### src/rtl/imm_ext_pkg.sv
// Mode encodings and the immediate-extension function shared by the extender datapath.
package imm_ext_pkg;

  localparam int unsigned EXT_MAX_W = 64;

  typedef enum logic [1:0] {
    MODE_SIGN = 2'b00,
    MODE_ZERO = 2'b01,
    MODE_LUI  = 2'b10,
    MODE_BR   = 2'b11
  } imm_mode_e;

  typedef logic [EXT_MAX_W-1:0] ext_word_t;

  // Works on a widest-case word; the caller keeps the low out_w bits.
  function automatic ext_word_t imm_extend(
    input ext_word_t   raw,
    input int unsigned in_w,
    input int unsigned out_w,
    input imm_mode_e   mode
  );
    ext_word_t ones;
    ext_word_t in_mask;
    ext_word_t out_mask;
    ext_word_t body;
    ext_word_t sext;
    ext_word_t res;
    logic      sign;
    ones     = '1;
    in_mask  = ~(ones << in_w);
    out_mask = ~(ones << out_w);
    body     = raw & in_mask;
    sign     = |(body & (ext_word_t'(1) << (in_w - 1)));
    sext     = sign ? (body | ~in_mask) : body;
    case (mode)
      MODE_SIGN: res = sext;
      MODE_ZERO: res = body;
      MODE_LUI:  res = body << (out_w - in_w);
      default:   res = sext << 2;
    endcase
    return res & out_mask;
  endfunction

endpackage

### src/rtl/imm_ext_fifo2.sv
// Two-entry FIFO; when empty the output keeps showing the last popped word.
module imm_ext_fifo2 #(
  parameter int unsigned W = 34
) (
  input  logic         clk,
  input  logic         reset,
  input  logic         push_valid,
  output logic         push_ready,
  input  logic [W-1:0] push_data,
  output logic         pop_valid,
  input  logic         pop_ready,
  output logic [W-1:0] pop_data
);

  logic [W-1:0] mem_q [2];
  logic [W-1:0] mem_d [2];
  logic         wr_ptr_q, wr_ptr_d;
  logic         rd_ptr_q, rd_ptr_d;
  logic [1:0]   count_q, count_d;
  logic [W-1:0] last_q, last_d;
  logic         push;
  logic         pop;

  // Flags come from registered occupancy only, so no ready path crosses the buffer.
  assign push_ready = (count_q != 2'd2);
  assign pop_valid  = (count_q != 2'd0);
  assign push       = push_valid & push_ready;
  assign pop        = pop_valid & pop_ready;
  assign pop_data   = pop_valid ? mem_q[rd_ptr_q] : last_q;

  always_comb begin
    mem_d    = mem_q;
    wr_ptr_d = wr_ptr_q;
    rd_ptr_d = rd_ptr_q;
    last_d   = last_q;
    count_d  = count_q;
    if (push) begin
      mem_d[wr_ptr_q] = push_data;
      wr_ptr_d        = ~wr_ptr_q;
    end
    if (pop) begin
      last_d   = mem_q[rd_ptr_q];
      rd_ptr_d = ~rd_ptr_q;
    end
    case ({push, pop})
      2'b10:   count_d = count_q + 2'd1;
      2'b01:   count_d = count_q - 2'd1;
      default: count_d = count_q;
    endcase
  end

  always_ff @(posedge clk) begin
    if (reset) begin
      mem_q    <= '{default: '0};
      wr_ptr_q <= 1'b0;
      rd_ptr_q <= 1'b0;
      count_q  <= '0;
      last_q   <= '0;
    end else begin
      mem_q    <= mem_d;
      wr_ptr_q <= wr_ptr_d;
      rd_ptr_q <= rd_ptr_d;
      count_q  <= count_d;
      last_q   <= last_d;
    end
  end

endmodule

### src/rtl/imm_extender.sv
// Extends an immediate on the input side, buffers it with its mode, and counts output transfers.
module imm_extender #(
  parameter int unsigned IN_W  = 16,
  parameter int unsigned OUT_W = 32
) (
  input  logic             clk,
  input  logic             reset,
  input  logic             in_valid,
  output logic             in_ready,
  input  logic [IN_W-1:0]  in_data,
  input  logic [1:0]       in_mode,
  output logic             out_valid,
  input  logic             out_ready,
  output logic [OUT_W-1:0] out_data,
  output logic [1:0]       out_mode,
  output logic [15:0]      xfer_count
);
  import imm_ext_pkg::*;

  if (OUT_W < IN_W + 2) begin : g_bad_out_w
    $error("imm_extender: OUT_W must be at least IN_W+2");
  end
  if (OUT_W > EXT_MAX_W) begin : g_too_wide
    $error("imm_extender: OUT_W exceeds EXT_MAX_W");
  end

  ext_word_t        ext_full;
  logic [OUT_W-1:0] ext_word;
  logic [OUT_W+1:0] fifo_out;
  logic [15:0]      xfer_count_q, xfer_count_d;

  assign ext_full = imm_extend(EXT_MAX_W'(in_data), IN_W, OUT_W, imm_mode_e'(in_mode));
  assign ext_word = ext_full[OUT_W-1:0];

  if (OUT_W < EXT_MAX_W) begin : g_hi
    logic unused_hi;
    assign unused_hi = ^ext_full[EXT_MAX_W-1:OUT_W];
  end

  imm_ext_fifo2 #(
    .W(OUT_W + 2)
  ) u_fifo (
    .clk        (clk),
    .reset      (reset),
    .push_valid (in_valid),
    .push_ready (in_ready),
    .push_data  ({in_mode, ext_word}),
    .pop_valid  (out_valid),
    .pop_ready  (out_ready),
    .pop_data   (fifo_out)
  );

  assign out_mode   = fifo_out[OUT_W+1:OUT_W];
  assign out_data   = fifo_out[OUT_W-1:0];
  assign xfer_count = xfer_count_q;

  always_comb begin
    xfer_count_d = xfer_count_q;
    if (out_valid && out_ready) begin
      xfer_count_d = xfer_count_q + 16'd1;
    end
  end

  always_ff @(posedge clk) begin
    if (reset) begin
      xfer_count_q <= '0;
    end else begin
      xfer_count_q <= xfer_count_d;
    end
  end

endmodule

### config.mk
export PLATFORM = sky130hd
export DESIGN_NAME = imm_extender
export DESIGN_NICKNAME = d
export VERILOG_FILES = /design/src/rtl/imm_ext_pkg.sv /design/src/rtl/imm_ext_fifo2.sv /design/src/rtl/imm_extender.sv
export SDC_FILE = /design/constraint.sdc
export NUM_CORES = 1
export LEC_CHECK = 0
export ABC_AREA = 1
export BUFFER_PORTS_ARGS = -buffer_cell sky130_fd_sc_hd__buf_2
export CORE_MARGIN = 2
export CORE_UTILIZATION = 45
export CTS_BUF_LIST = sky130_fd_sc_hd__clkbuf_4
export DETAILED_ROUTE_END_ITERATION = 8
export GPL_TIMING_DRIVEN = 0
export PLACE_DENSITY = 0.75
export SYNTH_ARGS = -nofsm -noshare
export SYNTH_HDL_FRONTEND = slang
export SYNTH_HIERARCHICAL = 1
export SYNTH_SLANG_ARGS = --single-unit
### constraint.sdc
create_clock -name clk -period 2.35 [get_ports clk]
set_clock_uncertainty 0.15 [all_clocks]
set_input_delay 0.1175 -clock clk [delete_from_list [all_inputs] [get_ports clk]]
set_output_delay 0.1175 -clock clk [all_outputs]
set_load 0.05 [all_outputs]
Yosys cells after proc, flatten, opt, wreduce, memory -nomap -nowiden
Cells that the tools add are included.

Add/subtract/negate cells: 3. Magnitude comparators: 3. Equality and inequality tests: 5. Muxes and demuxes: 10. Bitwise gates (word level): 6. Reductions and logical operators: 5.

Operator list (number): two-way mux 34 bit (5); one-hot mux 32 bit (3 select lines) (1); bitwise mux 68 bit (1); demux 34 bit (select 1 bit) (1); two-way mux 32 bit (1); adder 16 x 1 -> 16 bit, second input constant (1); equality test 2 x 1 -> 1 bit, second input constant (2); equality test 2 bit, second input constant (2); >= comparator 2 bit, second input constant (2); NOT 1 -> 2 bit (2); one-hot mux 2 bit (2 select lines) (1); nonzero test 2 bit (2); adder 2 x 1 -> 2 bit, second input constant (1); AND 1 bit (2); logical AND 1 bit (2); zero test 2 bit (1); < comparator 2 x 1 -> 1 bit, second input constant (1); inequality test 2 bit, second input constant (1); NOT 1 bit (2); subtractor 2 x 1 -> 2 bit, second input constant (1).

Register bits after elaboration: 122. Input port bits: 22. Logic and storage cells: 39.

Logic depth before layout (Yosys ltp)
Depth after elaboration: 6. Gate-level depth with buffers: 11. Mapped depth without buffers: 10.

Hierarchy
Netlist, hierarchy kept.

Modules (own cells, without submodules): imm_ext_fifo2 (times used 1, cells each 945, area each 5591.6 um^2); imm_extender (times used 1, cells each 185, area each 1149.9 um^2).

Worst setup path before layout
Ideal clock, no wire load.

Path type: reg2out. Start point: register u_fifo.rd_ptr_q. End point: output port out_data[24]. Data arrival time: 1.956 ns. Required time: 2.082 ns. Setup slack: 0.127 ns. Stages on the path, launching flop included: 7. Cell sequence: dfxtp_1 buf_4 clkinv_1 buf_2 nand2_1 nand2_1 o21ai_0.

Word-level cells in the longest chain between the ends: 5.

RTL lines: start, declared (line imm_ext_fifo2.sv:18) `logic rd_ptr_q, rd_ptr_d;`; start signal, assigned (line imm_ext_fifo2.sv:62) `rd_ptr_q <= rd_ptr_d;`; NOT 1 -> 2 bit (implied by the code) (line imm_ext_fifo2.sv:29) `assign pop_data = pop_valid ? mem_q[rd_ptr_q] : last_q;`; two-way mux 34 bit (implied by the code) (3 in series) (line imm_ext_fifo2.sv:29); two-way mux 34 bit (line imm_ext_fifo2.sv:29); end, declared (line imm_extender.sv:14) `output logic [OUT_W-1:0] out_data,`.

Every way passes these cells. The select of a mux whose other input is x is not followed.

Final worst setup path
Start point: register u_fifo.rd_ptr_q. End point: output port out_data[18].

Same word-level chain as after synthesis.

==> impl_metrics.toml <==
[logic_synthesis]
syn_area_mm2 = 0.006741
async_reset_ff_share_pct = 0
syn_inst = 1130
synth_cell_types = 32
avgSynthCellArea_um2 = 5.966
synth_edf_count = 0
synth_seq_area_share_pct = 36.23
synth_seq_cells = 122
ys.flop_type = "dfxtp_1"
syn_nets = 1154
ys.warnings.count = 6

[placed_design]
port_buffers = 72
pre_cts_ws_ns = 0.1795
gp_congestion = 0.9409
dpl.hpwl_um = 13000

[final_layout]
seqCellArea_mm2 = 0.002442
final_common_cell = "nand2_1"
finalNetCount = 1263
final_cell_mix = "nand2_1, inv_1, nor2_1"
multi_input_area_mm2 = 0.003196
drive_gt1_share_pct = 13.74
area_growth_pct = 16.48
fillers = 1537

[drt]
wl_per_cell_um = 12.25
drc_errors = 0
drtIter0Drc = 420
route.final.wire_length_um = 17610
dr_total_vias = 6809
vias_per_cell = 4.738
first_pass_iters = 5
ant_nets = 0

[worst_hold_path]
hp-class = "input pin to flip-flop"
holdCritStartpoint = "in_data[4]"

[critical_path]
critPathKind = "flip-flop to output port"
critPathLaunch = "u_fifo/rd_ptr_q"
arrival_ns = 1.96
max_stage_delay_ns = 0.37
reg2reg_from = "u_fifo/wr_ptr_q"
path_common_cell = "nand2_1"
end_kind = "output port"
path_max_fanout = 10
crit_chain = "buf_4 > clkbuf_1 > nand2_1 > nand2_1 > o21ai_0 > buf_2"
required_ns = 2.08
startpoint_type = "flip-flop"
critPathSlowestCell = "clkbuf_1"

[global_route]
met2_usage_pct = 37.62
track_usage_pct = 22.61
grt_max_degree = 17
grt_pass1_vias = 6342
met3_usage_pct = 5.188
grt_first_pass_wirelength_um = 29520
antenna_found_initial = 1
grt_remaining_overflow = 0
busiest_layer = "met2"
grtUsageMet1_pct = 28.69

[cts]
cts_inserted_buffers = 17
cts_buffer_depth = 2
path_clk_slew_ns = 0.10
cts_tree = "done"
clkLatencyLatePin_ns = 0.53
cts_root_buf = "clkbuf_4"
cts_sinks = 122
htreeDepth = 4
post_cts_buffers = 0

[floorplanning]
io-pin-count = 74
die_height_um = 126.4
start_util_pct = 46.21
core_area_mm2 = 0.01459
die_x_um = 126.4
die-area_mm2 = 0.01598
rows = 44

[pwr]
p_per_area_mw_per_mm2 = 967.7
p_leak_nw = 4.165
ir_drop_mv = 0.4809

[flow_run]
drv_cap = 0

[timing]
timing.fmax_mhz = 449.9
worstMarginPinSlew_ns = 0.5765
setup_viol = 0
finalCritPeriodShare_pct = 94.58
fin_crit_ns = 2.223
slew_headroom_pct = 61.57
slew_viol_final = 0
finalHoldViolations = 0
tns_ns = 0
setup_slack_ns = 0.1274

[outcome]
status = "finished, final reports clean"
## metrics by stage
step / hold WS, ns / cells / area [um^2] / power (mW) / utilization (%)
2_1_floorplan: 0.03657 / 1130 / 6741 / 5.254 / -
3_3_place_gp: 0.2595 / 1386 / 7332 / 6.003 / 50.26
3_5_place_dp: 0.2653 / 1386 / 7332 / 6.053 / 50.26
4_1_cts: 0.002961 / 1436 / 7790 / 7.534 / 53.40
5_1_grt: 0.03053 / 1437 / 7853 / 8.151 / 53.83
6_report: 0.04502 / 1437 / 7853 / 7.599 / 53.83
## cells in the mapped netlist (all sizes together) (3+ instances only)
library cell	number	area [um^2]
nand2	383	1453
inv	212	795.8
nor2	173	671.9
dfxtp	122	2442
nand4	71	450.4
o21ai	57	322.8
buf	48	236.5
clkbuf	18	67.56
o22ai	15	93.84
a21oi	11	58.81
nand3	8	65.06
nor3	3	15.01
## critical path, delay by kind of cell, from the launching register on
family / cells / cell delay (ns)
DFF: 1 / 0.33
buffers and inverters: 3 / 0.77
AOI/OAI and AO/OA: 1 / 0.08
and+or+nand+nor: 2 / 0.24
## final timing paths
check                                    endpoint  slack [ns]  cells past startpoint
worst min-delay path             u_fifo/mem_q[54]        0.05                      7
worst min register to register  u_fifo/last_q[18]        0.34                      2
worst max register to register   u_fifo/mem_q[67]        0.27                      7
worst max-delay path                 out_data[18]        0.13                      6
## final cells by class
type                            count  share of cell area, %
Sequential cell                   122                  31.10
Timing Repair Buffer               90                  7.537
Inverter                          214                  10.26
Clock inverter                     12                  1.354
Buffer                             66                  4.175
Multi-Input combinational cell    728                  40.69
Tap cell                          184                  2.932
Antenna cell                        1                0.03187
Clock buffer                       20                  1.912
## power breakdown
part           total [mW]  internal [mW]  switching [mW]
clock network        1.41          0.641           0.770
logic                3.68           1.03            2.64
registers            2.51           2.38           0.129
total                7.60           4.06            3.54
## timing repair
item                       in CTS  in global routing
hold endpoints to repair       50                  0
hold buffers                   18                  0
pin swaps                       0                  1
setup endpoints to repair      35                 34
gates resized for setup        13                 48
## flip-flops by register name (all words and copies together) (netlist names)
| register | flops |
|---|---|
| u_fifo/count_q | 2 |
| xfer_count | 16 |
| u_fifo/last_q | 34 |
| u_fifo/mem_q | 68 |
| u_fifo/wr_ptr_q | 1 |
| u_fifo/rd_ptr_q | 1 |
## kinds of logic (layout without fill, tap and decap cells)
| logic type | after synthesis | in the layout | share of synthesized area [%] |
|---|---|---|---|
| AOI/OAI and AO/OA | 86 | 86 | 7.368 |
| and+or+nand+nor | 640 | 640 | 39.61 |
| adders and majority gates | 2 | 2 | 0.3711 |
| other | 0 | 1 | 0 |
| buffers and inverters | 280 | 402 | 16.43 |
| DFF | 122 | 122 | 36.23 |
## layer usage
layer | wire (um) | share of wire [%]
met1 | 8198 | 47
met2 | 8231 | 47
met3 | 893 | 5.1
met4 | 288 | 1.6
met5 | 0 | 0
(Power assumes the default switching activity.)
